**src/rtl/joypad_responder.sv**
```systemverilog
// Console joypad shift-register responder: synchronizes the console latch/clock
// pins, captures filtered buttons (SOCD + turbo) and serializes them on jp_data_out.
module joypad_responder #(
  parameter int unsigned LATCH_ACTIVE_HIGH = 1,
  parameter int unsigned TURBO_HALF_PERIOD = 833333
) (
  input  logic       clk_25,
  input  logic       rst,
  input  logic       jp_latch_in,
  input  logic       jp_clk_in,
  input  logic [7:0] buttons_in,
  input  logic [1:0] turbo_en_in,
  output logic       jp_data_out,
  output logic [3:0] bit_count_out,
  output logic       poll_out
);

  localparam logic [1:0] ST_IDLE  = 2'd0;
  localparam logic [1:0] ST_LOAD  = 2'd1;
  localparam logic [1:0] ST_SHIFT = 2'd2;
  localparam logic [1:0] ST_DONE  = 2'd3;

  localparam int unsigned TURBO_CW = (TURBO_HALF_PERIOD > 1) ? $clog2(TURBO_HALF_PERIOD) : 1;
  localparam logic [TURBO_CW-1:0] TURBO_LAST = TURBO_CW'(TURBO_HALF_PERIOD - 1);

  logic [1:0]          state;
  logic [7:0]          shift_reg;
  logic [3:0]          bit_count;
  logic [2:0]          latch_pipe;
  logic [2:0]          clk_pipe;
  logic [TURBO_CW-1:0] turbo_cnt;
  logic                turbo_phase;
  logic                latch_level;
  logic                latch_sync;
  logic                latch_fall;
  logic                clk_rise;
  logic [7:0]          eff_buttons;

  // Latch pin is normalized to asserted-high before the synchronizer, so the
  // reset value 0 is the deasserted level regardless of pin polarity.
  assign latch_level = (LATCH_ACTIVE_HIGH != 0) ? jp_latch_in : !jp_latch_in;
  assign latch_sync  = latch_pipe[1];
  assign latch_fall  = latch_pipe[2] && !latch_pipe[1];
  assign clk_rise    = clk_pipe[1] && !clk_pipe[2];

  always_ff @(posedge clk_25 or posedge rst) begin
    if (rst) begin
      latch_pipe <= '0;
      clk_pipe   <= '0;
    end else begin
      latch_pipe <= {latch_pipe[1:0], latch_level};
      clk_pipe   <= {clk_pipe[1:0], jp_clk_in};
    end
  end

  always_ff @(posedge clk_25 or posedge rst) begin
    if (rst) begin
      turbo_cnt   <= '0;
      turbo_phase <= 1'b1;
    end else if (turbo_cnt == TURBO_LAST) begin
      turbo_cnt   <= '0;
      turbo_phase <= !turbo_phase;
    end else begin
      turbo_cnt <= turbo_cnt + 1'b1;
    end
  end

  always_comb begin
    eff_buttons = buttons_in;
    if (buttons_in[4] && buttons_in[5]) eff_buttons[5:4] = '0;
    if (buttons_in[6] && buttons_in[7]) eff_buttons[7:6] = '0;
    eff_buttons[0] = buttons_in[0] && (turbo_phase || !turbo_en_in[0]);
    eff_buttons[1] = buttons_in[1] && (turbo_phase || !turbo_en_in[1]);
  end

  always_ff @(posedge clk_25 or posedge rst) begin
    if (rst) begin
      state       <= ST_IDLE;
      shift_reg   <= '0;
      bit_count   <= '0;
      poll_out    <= 1'b0;
      jp_data_out <= 1'b1;
    end else begin
      poll_out    <= 1'b0;
      jp_data_out <= (state == ST_IDLE) ? 1'b1 : !shift_reg[0];
      // Latch level has priority over everything, so a coincident clock edge
      // in any state is dropped in favour of the reload.
      if (latch_sync) begin
        state     <= ST_LOAD;
        shift_reg <= eff_buttons;
      end else begin
        case (state)
          ST_LOAD: begin
            if (latch_fall) begin
              state     <= ST_SHIFT;
              poll_out  <= 1'b1;
              bit_count <= '0;
            end
          end
          ST_SHIFT: begin
            if (clk_rise) begin
              shift_reg <= {1'b1, shift_reg[7:1]};
              bit_count <= bit_count + 4'd1;
              if (bit_count == 4'd7) state <= ST_DONE;
            end
          end
          default: ;
        endcase
      end
    end
  end

  assign bit_count_out = bit_count;

endmodule

```
**config.mk**
```make
export PLATFORM = sky130hd
export DESIGN_NAME = joypad_responder
export DESIGN_NICKNAME = d
export VERILOG_FILES = /design/src/rtl/joypad_responder.sv
export SDC_FILE = /design/constraint.sdc
export NUM_CORES = 1
export LEC_CHECK = 0
export ABC_AREA = 1
export BUFFER_PORTS_ARGS = -buffer_cell sky130_fd_sc_hd__buf_2
export CAP_MARGIN = 20
export CORE_MARGIN = 4
export CORE_UTILIZATION = 59
export DETAILED_ROUTE_END_ITERATION = 8
export GPL_TIMING_DRIVEN = 0
export PLACE_DENSITY = 0.79
export SLEW_MARGIN = 30
export SYNTH_ARGS = -nofsm -noshare
export SYNTH_HDL_FRONTEND = slang
export SYNTH_SLANG_ARGS = --single-unit
```
**constraint.sdc**
```tcl
create_clock -name clk_25 -period 1.8 [get_ports clk_25]
set_input_delay 0.36 -clock clk_25 [delete_from_list [all_inputs] [get_ports clk_25]]
set_output_delay 0.36 -clock clk_25 [all_outputs]
set_load 0.01 [all_outputs]
```
Yosys cells after proc, flatten, opt, wreduce, memory -nomap -nowiden --
Cells that the tools add are included. Widths: inputs -> output; s select.
Operators by class: add/subtract/negate cells 2, equal/unequal tests 9, muxes and demuxes 18, bitwise logic cells 1, reduce and logical (&&, ||, !) cells 22
Operator list (count):
- $mux 8 | 3
- $add 20x1->20 const B | 1
- $eq 20x20->1 const B | 1
- $mux 20 | 1
- $mux 2 | 6
- $ne 3x3->1 const B | 3
- $mux 4 | 2
- $pmux 4 s2 | 1
- $reduce_and 4->1 | 2
- $logic_and 1x1->1 | 6
- $logic_not 1->1 | 6
- $reduce_bool 2->1 | 3
- $add 4x1->4 const B | 1
- $eq 4x3->1 const B | 1
- $mux 1 | 4
- $ne 2x2->1 const B | 2
- $pmux 2 s2 | 1
- $reduce_bool 3->1 | 1
- $eq 2x1->1 const B | 1
- $eq 2x2->1 const B | 1
- $logic_not 2->1 | 1
- $logic_or 1x1->1 | 2
- $reduce_and 2->1 | 1
- $not 1->1 | 1
Storage, ports and cells: flip-flop bits (word level) 43, output and inout bits 6, word-level logic and storage cells 61

Depth between registers and ports, before layout --
word-level depth 5, gate-level depth with buffers 9, mapped depth without buffers 8

Worst setup path before layout --
No wires, ideal clock.
path type register to register, from register state[0], to register shift_reg[4], library setup time 0.119 ns, data arrival time 1.251 ns, path slack 0.430 ns, cell stages (with the launch flop) 8, path buffers 2, cell sequence dfrtp_1 -> inv_1 -> ha_1 -> buf_2 -> nand3_1 -> nand2_1 -> buf_4 -> o21a_1
Between the ends: longest elaborated chain between the ends 3
RTL lines:
- start, declared | RTL line 26 | logic [1:0] state;
- start signal, assigned | RTL line 78 | state <= ST_IDLE;
- start signal, assigned | RTL line 89 | state <= ST_LOAD;
- start signal, assigned | RTL line 95 | state <= ST_SHIFT;
- $eq 2x2->1 | RTL line 92 | case (state)
- $reduce_bool 2->1 (no source line)
- $reduce_and 2->1 (no source line)
- end signal, assigned | RTL line 90 | shift_reg <= eff_buttons;
- end signal, assigned | RTL line 102 | shift_reg <= {1'b1, shift_reg[7:1]};
- end, declared | RTL line 27 | logic [7:0] shift_reg;
No other way between the ends. A chain may end at the register's enable or synchronous reset.

Final worst setup path --
from register state[0], to register shift_reg[5]
Same word-level chain as after synthesis.

==> run_results.csv <==
group,metric,value,unit
run_status,outcome,"finished with violations",
run_status,violations,"negative hold slack",
worst_setup_path,cpPeakStageDelay,0.40,ns
global_route,antenna_found_initial,0,
clock_network,cts_tree,"done",
clock_network,clk_latency,0.30,ns
global_route,grt_pass1_wl,7790,um
sta,min_period,1.54,ns
place,dp_hpwl,3230,um
place,io_buffers,19,
routing,route.detailed.drc,0,
global_route,grt_remaining_overflow,0,
routing,dr.pass1.iters,4,
worst_setup_path,r2r-start,"state[0]",
yosys,ys_ff_latch,43,
worst_setup_path,cpMaxStageDelayCell,"dfrtp_1",
die,ioPinCount,20,
yosys,ys_types,29,
yosys,syn-instance-count,275,
yosys,syn-num-nets,295,
worst_hold_path,hp-class,"in2async",
worst_setup_path,crit_end,"shift_reg[5]",
yosys,yosysSeqAreaShare,0.484,
clock_network,clock_path_buffers,2,
finish,nets,322,
worst_setup_path,r2r_end,"shift_reg[5]",
power_and_ir_drop,p_leak,0.00124,uW
sta,hold_violations,8,
sta,holdWs,-0.00370,ns
routing,routed_wl,4220,um
sta,timing.final.ws_setup,0.258,ns
sta,report.final.slew_viol_count,0,
clock_network,cts_sinks,43,
worst_setup_path,worst-path-max-fanout,10,
die,initial_core_util,0.609,
sta,relSlewSlack,0.713,
routing,vias,1848,
clock_network,clk_pin_slew,0.08,ns
worst_setup_path,path_buf_inv,3,
sta,worst_slew_pin_slew,0.431,ns
sta,fin_crit_sh,0.857,
power_and_ir_drop,ir_drop,0.511,mV
clock_network,cts_buffers,5,
sta,finalClockSkew,0.00517,ns
sta,max_freq,0.648,GHz
yosys,ys_warn_count,0,
die,die_w,69.5,um
clock_network,htreeDepth,2,
global_route,grt_pass1_vias,1795,
routing,viasPerCell,5.26,
place,gp_congestion,0.911,
sta,grt_setup_unrepaired,"no",
place,dpl_cell_area,2400,sq um
die,die_height,69.5,um
worst_setup_path,crit_required,2.00,ns
finish,num_antenna_cells,0,
power_and_ir_drop,power_density,873,nW/um^2
finish,largest_reg_flops,20,
die,rows,22,
worst_setup_path,reg2reg_depth,8,
routing,wire_per_inst,12.0,um
worst_setup_path,endpoint_kind,"flop",
yosys,post_synth.cell_area_avg,8.10,sq um
worst_setup_path,cp_num_cells,8,
global_route,grt_max_degree,32,
worst_setup_path,crit_start,"state[0]",
routing,first_iter_violations,65,
global_route,groute.usage.overall,0.196,
die,core_area,3660,sq um
run,drv_cap,0,
finish,fin_area,2490,sq um
worst_setup_path,worstSetupPathType,"reg2reg",
routing,drt.antenna.violating_nets,0,
finish,syn2layout_area_growth,11.8,%
place,dp_slack,0.213,ns
sta,setup_viol,0,
worst_setup_path,crit_chain,"inv_1 -> ha_1 -> buf_2 -> nand3_1 -> nand2_2 -> buf_4 -> nand2_1 -> o21ai_0",
die,die_area,4820,sq um
finish,post_route_cells_drive_above_1_share,0.158,
yosys,syn_area,2230,sq um
worst_setup_path,cpLargestDelayFamily,"buffers and inverters",
clock_network,cts-root-buf,"clkbuf_8",
worst_setup_path,reg2reg_slack,0.26,ns
worst_setup_path,start_kind,"flop",
worst_setup_path,crit_arrival,1.75,ns
==> metal layers <==
layer / GRT usage / up-vias / wire (um)
met2: 0.317 / 45 / 1990
met3: 0.0449 / 7 / 238
li1: - / 929 / -
met4: 0.0607 / 0 / 57
met5: 0 / - / 0
met1: 0.262 / 867 / 1930
==> cell families (layout without fill, tap and decap cells) <==
family | count (synthesis) | in the layout | share of synthesized area
AOI/OAI and AO/OA | 25 | 25 | 0.0657
xor gates and xnor gates | 9 | 9 | 0.0354
adders and majority gates | 6 | 6 | 0.0337
buffers and inverters | 40 | 68 | 0.0696
DFF | 43 | 43 | 0.484
and+or+nand+nor | 152 | 152 | 0.312
==> per-stage QoR <==
stage / TNS [ns] / total power, uW / std cells / utilization / hold WS (ns)
after floorplan: 0 / 1460 / 275 / - / 0.331
after global placement: -4.08 / 1570 / 342 / 0.651 / 0.331
after detailed placement: 0 / 1600 / 343 / 0.657 / 0.326
after CTS: 0 / 2190 / 351 / 0.680 / 0.00508
after global routing: 0 / 2350 / 351 / 0.680 / 0.0162
final: 0 / 2180 / 351 / 0.680 / -0.00370
==> final cells by class <==
cell class / count / area (sq um)
well taps: 48 / 60.1
flip-flops and latches: 43 / 1080
repair buffers: 20 / 115
multi-input cells: 192 / 997
inverters: 37 / 139
clock buffers: 6 / 72.6
fillers: 313 / 1170
plain buffers: 3 / 16.3
clock inverters: 2 / 12.5
==> how the worst min path moves through the flow <==
stage / from / endpoint / slack (ns) / depth (start not counted)
2_1_floorplan: clk_pipe[0] / clk_pipe[1] / 0.33 / 0
4_1_cts: rst / turbo_cnt[15] / 0.005 / 2
5_1_grt: rst / turbo_cnt[18] / 0.02 / 2
6_report: rst / turbo_cnt[18] / -0.004 / 2
3_5_place_dp: rst / turbo_cnt[18] / 0.33 / 2
3_3_place_gp: clk_pipe[0] / clk_pipe[1] / 0.33 / 0
==> synthesized netlist by cell type, drive strengths merged <==
library cell | n | area [sq um]
and2 | 1 | 6.26
nor3 | 4 | 20.0
inv | 37 | 139
nor2 | 51 | 229
nand2 | 62 | 250
nand3 | 27 | 145
xor2 | 5 | 43.8
clkbuf | 1 | 3.75
ha | 6 | 75.1
dfrtp | 41 | 1030
nand4 | 7 | 43.8
a31oi | 6 | 37.5
o211ai | 1 | 7.51
o21a | 2 | 15.0
buf | 2 | 12.5
o31ai | 1 | 7.51
a21oi | 6 | 30.0
xnor2 | 4 | 35.0
dfstp | 2 | 52.6
o21ai | 9 | 48.8
==> cells in the final DEF, fill, tap and decap left out, drive strengths merged, types with 2 or more instances in the layout <==
cell    instances
o21a            2
clkbuf          7
xor2            5
o21ai           9
a31oi           6
dfrtp          41
nor3            4
xnor2           4
ha              6
nand4           7
dfstp           2
nor2           51
nand3          27
a21oi           6
buf            22
inv            37
nand2          62
==> where the power goes <==
part / switching, uW / internal, uW
combinational: 266 / 169
sequential: 67.8 / 1070
clock: 329 / 271
total: 663 / 1510
==> repair_timing <==
action / CTS / global route
hold buffers: 0 / 0
buffers inserted: 0 / 0
gates resized for setup: 0 / 1
endpoints found under the setup margin: 0 / 1
No activity file was read; power rests on OpenSTA's default activity.
